**config.mk**
```make
export PLATFORM = sky130hd
export DESIGN_NAME = branch_resolve_unit
export DESIGN_NICKNAME = d
export VERILOG_FILES = /design/src/rtl/branch_resolve_unit.sv
export SDC_FILE = /design/constraint.sdc
export NUM_CORES = 1
export LEC_CHECK = 0
export CAP_MARGIN = 20
export CORE_ASPECT_RATIO = 0.75
export CORE_MARGIN = 3
export CORE_UTILIZATION = 38
export DETAILED_ROUTE_END_ITERATION = 16
export GPL_ROUTABILITY_DRIVEN = 1
export GPL_TIMING_DRIVEN = 0
export PLACE_DENSITY = 0.74
export SYNTH_ARGS = -nofsm -noshare
export SYNTH_HDL_FRONTEND = slang
export SYNTH_SLANG_ARGS = --single-unit
```
**constraint.sdc**
```tcl
create_clock -name clk -period 2.7 [get_ports clk]
set_clock_uncertainty 0.15 [all_clocks]
set_input_delay 0.54 -clock clk [delete_from_list [all_inputs] [get_ports clk]]
set_output_delay 0.54 -clock clk [all_outputs]
set_load 0.01 [all_outputs]
```
**src/rtl/branch_resolve_unit.sv**
```systemverilog
// branch_resolve_unit
//   EX-stage branch/jump resolution against the IF-stage BTB prediction.
//   Carries (btb_hit, pred_target) through IF/ID and ID/EX metadata registers,
//   compares in EX, and drives the BTB update and fetch redirect.
// Configuration macro: PERF_COUNTERS_EN builds the two perf counters;
//   without it both perf ports are tied to zero.
// Ports:
//   clk, rst_n                      clock, async active-low reset
//   btb_hit_f, pred_target_f        IF-stage prediction
//   stall_d/flush_d, stall_e/flush_e hazard-unit hold/clear for IF/ID, ID/EX
//   valid_e, is_branch_e, is_jump_e, br_cond_e, pc_e, actual_target_e  EX info
//   cflow_valid/taken/target        BTB update (combinational)
//   mispredict, redirect_pc         fetch redirect (combinational)
//   perf_cflow_cnt, perf_mispred_cnt performance counters
module branch_resolve_unit #(
  parameter int unsigned ADDR_WIDTH     = 32,
  parameter int unsigned PERF_CNT_WIDTH = 32
) (
  input  logic                      clk,
  input  logic                      rst_n,
  input  logic                      btb_hit_f,
  input  logic [ADDR_WIDTH-1:0]     pred_target_f,
  input  logic                      stall_d,
  input  logic                      flush_d,
  input  logic                      stall_e,
  input  logic                      flush_e,
  input  logic                      valid_e,
  input  logic                      is_branch_e,
  input  logic                      is_jump_e,
  input  logic                      br_cond_e,
  input  logic [ADDR_WIDTH-1:0]     pc_e,
  input  logic [ADDR_WIDTH-1:0]     actual_target_e,
  output logic                      cflow_valid,
  output logic                      cflow_taken,
  output logic [ADDR_WIDTH-1:0]     cflow_target,
  output logic                      mispredict,
  output logic [ADDR_WIDTH-1:0]     redirect_pc,
  output logic [PERF_CNT_WIDTH-1:0] perf_cflow_cnt,
  output logic [PERF_CNT_WIDTH-1:0] perf_mispred_cnt
);

  logic                  r_hit_d;
  logic [ADDR_WIDTH-1:0] r_target_d;
  logic                  r_hit_e;
  logic [ADDR_WIDTH-1:0] r_target_e;

  logic w_resolve;
  logic w_is_cflow;
  logic w_taken;
  logic w_mispredict;

  // IF/ID metadata: flush (or our own redirect) beats stall
  always_ff @(posedge clk or negedge rst_n) begin
    if (!rst_n) begin
      r_hit_d    <= 1'b0;
      r_target_d <= '0;
    end else if (flush_d || w_mispredict) begin
      r_hit_d    <= 1'b0;
      r_target_d <= '0;
    end else if (!stall_d) begin
      r_hit_d    <= btb_hit_f;
      r_target_d <= pred_target_f;
    end
  end

  // ID/EX metadata: flush (or our own redirect) beats stall
  always_ff @(posedge clk or negedge rst_n) begin
    if (!rst_n) begin
      r_hit_e    <= 1'b0;
      r_target_e <= '0;
    end else if (flush_e || w_mispredict) begin
      r_hit_e    <= 1'b0;
      r_target_e <= '0;
    end else if (!stall_e) begin
      r_hit_e    <= r_hit_d;
      r_target_e <= r_target_d;
    end
  end

  // Resolution: only on the advancing cycle of a real instruction; rst_n gates
  // the combinational outputs so nothing leaks out while reset is asserted.
  always_comb begin
    w_resolve    = rst_n & valid_e & ~stall_e;
    w_is_cflow   = is_branch_e | is_jump_e;
    w_taken      = is_jump_e | (is_branch_e & br_cond_e);
    // Non-cflow instructions with a stale hit fall into the not-taken case.
    w_mispredict = w_resolve &
                   ((w_taken & (~r_hit_e | (r_target_e != actual_target_e))) |
                    (~w_taken & r_hit_e));

    cflow_valid  = 1'b0;
    cflow_taken  = 1'b0;
    cflow_target = '0;
    mispredict   = w_mispredict;
    redirect_pc  = '0;

    if (w_resolve && w_is_cflow) begin
      cflow_valid  = 1'b1;
      cflow_taken  = w_taken;
      cflow_target = actual_target_e;
    end
    if (w_mispredict) begin
      redirect_pc = w_taken ? actual_target_e : pc_e + ADDR_WIDTH'(4);
    end
  end

`ifdef PERF_COUNTERS_EN
  logic [PERF_CNT_WIDTH-1:0] r_perf_cflow_cnt;
  logic [PERF_CNT_WIDTH-1:0] r_perf_mispred_cnt;

  // Free-running event counters, wrap naturally
  always_ff @(posedge clk or negedge rst_n) begin
    if (!rst_n) begin
      r_perf_cflow_cnt   <= '0;
      r_perf_mispred_cnt <= '0;
    end else begin
      r_perf_cflow_cnt   <= r_perf_cflow_cnt + PERF_CNT_WIDTH'(cflow_valid);
      r_perf_mispred_cnt <= r_perf_mispred_cnt + PERF_CNT_WIDTH'(w_mispredict);
    end
  end

  assign perf_cflow_cnt   = r_perf_cflow_cnt;
  assign perf_mispred_cnt = r_perf_mispred_cnt;
`else
  assign perf_cflow_cnt   = '0;
  assign perf_mispred_cnt = '0;
`endif

endmodule

```
==> results.tsv <==
stage	metric	value	unit
timing	Worst-Margin Slew	944	ps
cts	Worst-path clk slew	60	ps
floorplan	# IOs	238	
detailed_routing	Total Wirelength	19400	µm
cts	H-tree levels	3	
power_and_ir_drop	Max VDD drop	241	µV
cts	Clk Latency, worst-skew pair	330	ps
timing	Slew headroom	37.0	%
worst_setup_path	critical path required time	2010	ps
worst_setup_path	Worst setup SP type	primary input	
run	Max-Cap Viols	0	
hold_path	Hold/Removal Path Class	in2async	
worst_setup_path	critical path class	in2out	
cts	Max clock buf depth	2	
outcome	failing checks	setup timing	
timing	final period utilization	113	%
finish	fin nets	925	
global_route	largest net degree at the start of global routing	67	
finish	commonest non-fill, non-tap cell in the layout	buf_4	
detailed_routing	first drt pass iteration count	4	
timing	fin. max-slew vios	0	
detailed_routing	drc violations	0	
detailed_routing	Antenna Nets Post-Route	0	
detailed_routing	Wirelength per Cell	19.6	µm
floorplan	core area	0.0133	mm²
worst_setup_path	Slowest-stage cell, CP	a2111o_1	
finish	most frequent cells in the layout	buf_4 (75), mux2i_1 (69), dfrtp_1 (66)	
synthesis	Synth Area per Inst	9.57	µm²
finish	Final Util	61.2	%
finish	FILL cells	1125	
cts	total CTS buffers	9	
worst_setup_path	max incr delay on CP	480	ps
timing	Hold Violations, Final	0	
timing	setup TNS	-9820	ps
cts	CTS Root Cell	clkbuf_16	
global_route	total gr overflow	0	
worst_setup_path	Reg2Reg Depth	8	
floorplan	chip width	143	µm
floorplan	Cell Rows	36	
finish	Ant. Diodes	0	
worst_setup_path	worst r2r src	r_target_e[1]	
place	Post-Place Worst Slack	-1510	ps
worst_setup_path	CP Capture Type	output pin	
detailed_routing	vias per cell	5.36	
global_route	antenna violations before repair	0	
worst_setup_path	CP max FO	5	
global_route	global routing usage on met2	40.1	%
power_and_ir_drop	leakage power	3.73	nW
place	Buffers on Ports	169	
synthesis	most used flip-flop cell after synthesis	dfrtp_1	
worst_setup_path	crit path cell chain	clkdlybuf4s15_2, a2111o_1, nor4_4, and4_4, buf_12, buf_8, a2111oi_2, buf_2	
cts	TritonCTS clock tree	built	
finish	layout cells sized above 1	37.3	%
synthesis	Post-Synthesis Cell Area	0.00533	mm²
synthesis	Seq/Total Area, Yosys	31.0	%
place	Detailed Place HPWL	14900	µm
finish	post-route insts no fill	992	
synthesis	Synth cell types	37	
timing	Setup-failing EPs final	33	
global_route	total track usage	24.4	%
detailed_routing	1st-iter DRT viols	402	
outcome	status	finished with violations	
global_route	Top Usage Layer GRT	met2	
synthesis	yosys warns	0	
power_and_ir_drop	Power Density	389	mW/mm²
worst_setup_path	reg2reg setup slack	300	ps
timing	Peak Freq	328	MHz
global_route	GR Util met3	5.75	%
synthesis	share of flip-flops with an asynchronous set or reset	100	%
floorplan	chip height	109	µm
synthesis	Syn Inst Count	557	
timing	RSZ-0062 raised after global routing	yes	
cts	clock tree sinks	66	
worst_setup_path	reg2reg end	r_target_e[2]	
floorplan	die area	0.0155	mm²
global_route	number of global-route vias before repair	5336	
global_route	first-pass GRT wire length	29800	µm
detailed_routing	routed vias	5318	
timing	Period minus WS final	3050	ps
timing	hold slack	41.1	ps
finish	Layout area overhead	53.2	%
synthesis	Yosys reg bits	66	
floorplan	Initial Util	40.0	%
synthesis	number of flops mapped to enable cells by yosys	0	
timing	fin worst setup slack	-345	ps
worst_setup_path	CP arrival	2360	ps
global_route	M1 GR Usage	32.7	%
place	gpl congestion	0.921	
place	placed cells	960	
## worst max-delay path, delay by kind of cell
kind	cells	cell delay [ps]
buffers and inverters	4	680
AND/OR/NAND/NOR	2	590
AO/OA/AOI/OAI	2	520
## cells by family after synthesis
group	synth area share (%)
AOI/OAI and AO/OA	6.62
xor gates and xnor gates	8.22
adders and majority gates	0.235
buffers and inverters	13.6
DFF	31.0
muxes	13.0
other	0.0704
and+or+nand+nor	27.3
## cells in the mapped netlist (2+ instances only)
| library cell | n | area (µm²) |
|---|---|---|
| nand4_1 | 15 | 93.8 |
| o22ai_1 | 2 | 12.5 |
| and2_1 | 33 | 206 |
| nor4_1 | 29 | 181 |
| clkbuf_1 | 32 | 120 |
| nand3_1 | 10 | 50.1 |
| buf_6 | 4 | 45.0 |
| nor2_1 | 39 | 146 |
| nor4_2 | 41 | 513 |
| a2111oi_0 | 28 | 245 |
| xor2_1 | 18 | 158 |
| dfrtp_1 | 66 | 1650 |
| nor3_1 | 7 | 35.0 |
| and4_1 | 6 | 52.6 |
| nor2b_1 | 7 | 43.8 |
| buf_1 | 5 | 18.8 |
| mux2i_1 | 69 | 691 |
| xnor2_1 | 32 | 280 |
| a2111o_1 | 2 | 22.5 |
| o21a_1 | 2 | 15.0 |
| nand2b_1 | 4 | 25.0 |
| buf_4 | 65 | 488 |
| and3_1 | 5 | 31.3 |
| nand2_1 | 13 | 48.8 |
| inv_1 | 6 | 22.5 |
| buf_2 | 6 | 30.0 |
## per-stage QoR
stage | power (mW) | cell area [µm²]
2_1_floorplan | 1.47 | 5590
3_3_place_gp | 1.80 | 7500
3_5_place_dp | 1.82 | 7490
4_1_cts | 3.16 | 8150
5_1_grt | 3.30 | 8170
6_report | 3.17 | 8170
## where the power goes
part,internal (mW),switching (mW),total (mW)
logic,0.358,0.418,0.776
clock network,0.901,0.430,1.33
registers,1.03,0.0362,1.07
## metal layers
metal	up-vias	wire, µm
li1	2434	-
met2	239	9250
met5	-	0
met4	0	316
met3	28	1540
met1	2617	8310
## cell type report
| cell class | count | area (µm²) | area share, % |
|---|---|---|---|
| repair buffers | 189 | 1550 | 19.0 |
| inverters | 6 | 22.5 | 0.276 |
| clock inverters | 6 | 115 | 1.41 |
| flip-flops and latches | 66 | 1650 | 20.2 |
| plain buffers | 109 | 776 | 9.50 |
| multi-input cells | 436 | 3610 | 44.2 |
| well taps | 171 | 214 | 2.62 |
| clock buffers | 9 | 225 | 2.76 |
## worst max-delay path by stage
stage / from / end / slack (ps) / cells past startpoint
final: actual_target_e[13] / redirect_pc[16] / -350 / 8
after global routing: actual_target_e[13] / redirect_pc[20] / -380 / 8
after CTS: r_target_e[1] / redirect_pc[12] / -300 / 8
after detailed placement: rst_n / redirect_pc[12] / -1510 / 7
after global placement: rst_n / redirect_pc[12] / -3480 / 7
after floorplan: pc_e[2] / redirect_pc[28] / -40 / 6
## state kept, by name (all words and copies together), names as in the netlist
name	flops
r_target_d	32
r_target_e	32
r_hit_d	1
r_hit_e	1
## timing repair
action	CTS	global route
gates resized for setup	476	46
buffers inserted	14	4
hold buffers	1	0
cloned	2	0
hold endpoints to repair	66	0
pin swaps	28	11
setup endpoints to repair	128	74
Power figures use the tool's default switching activity.
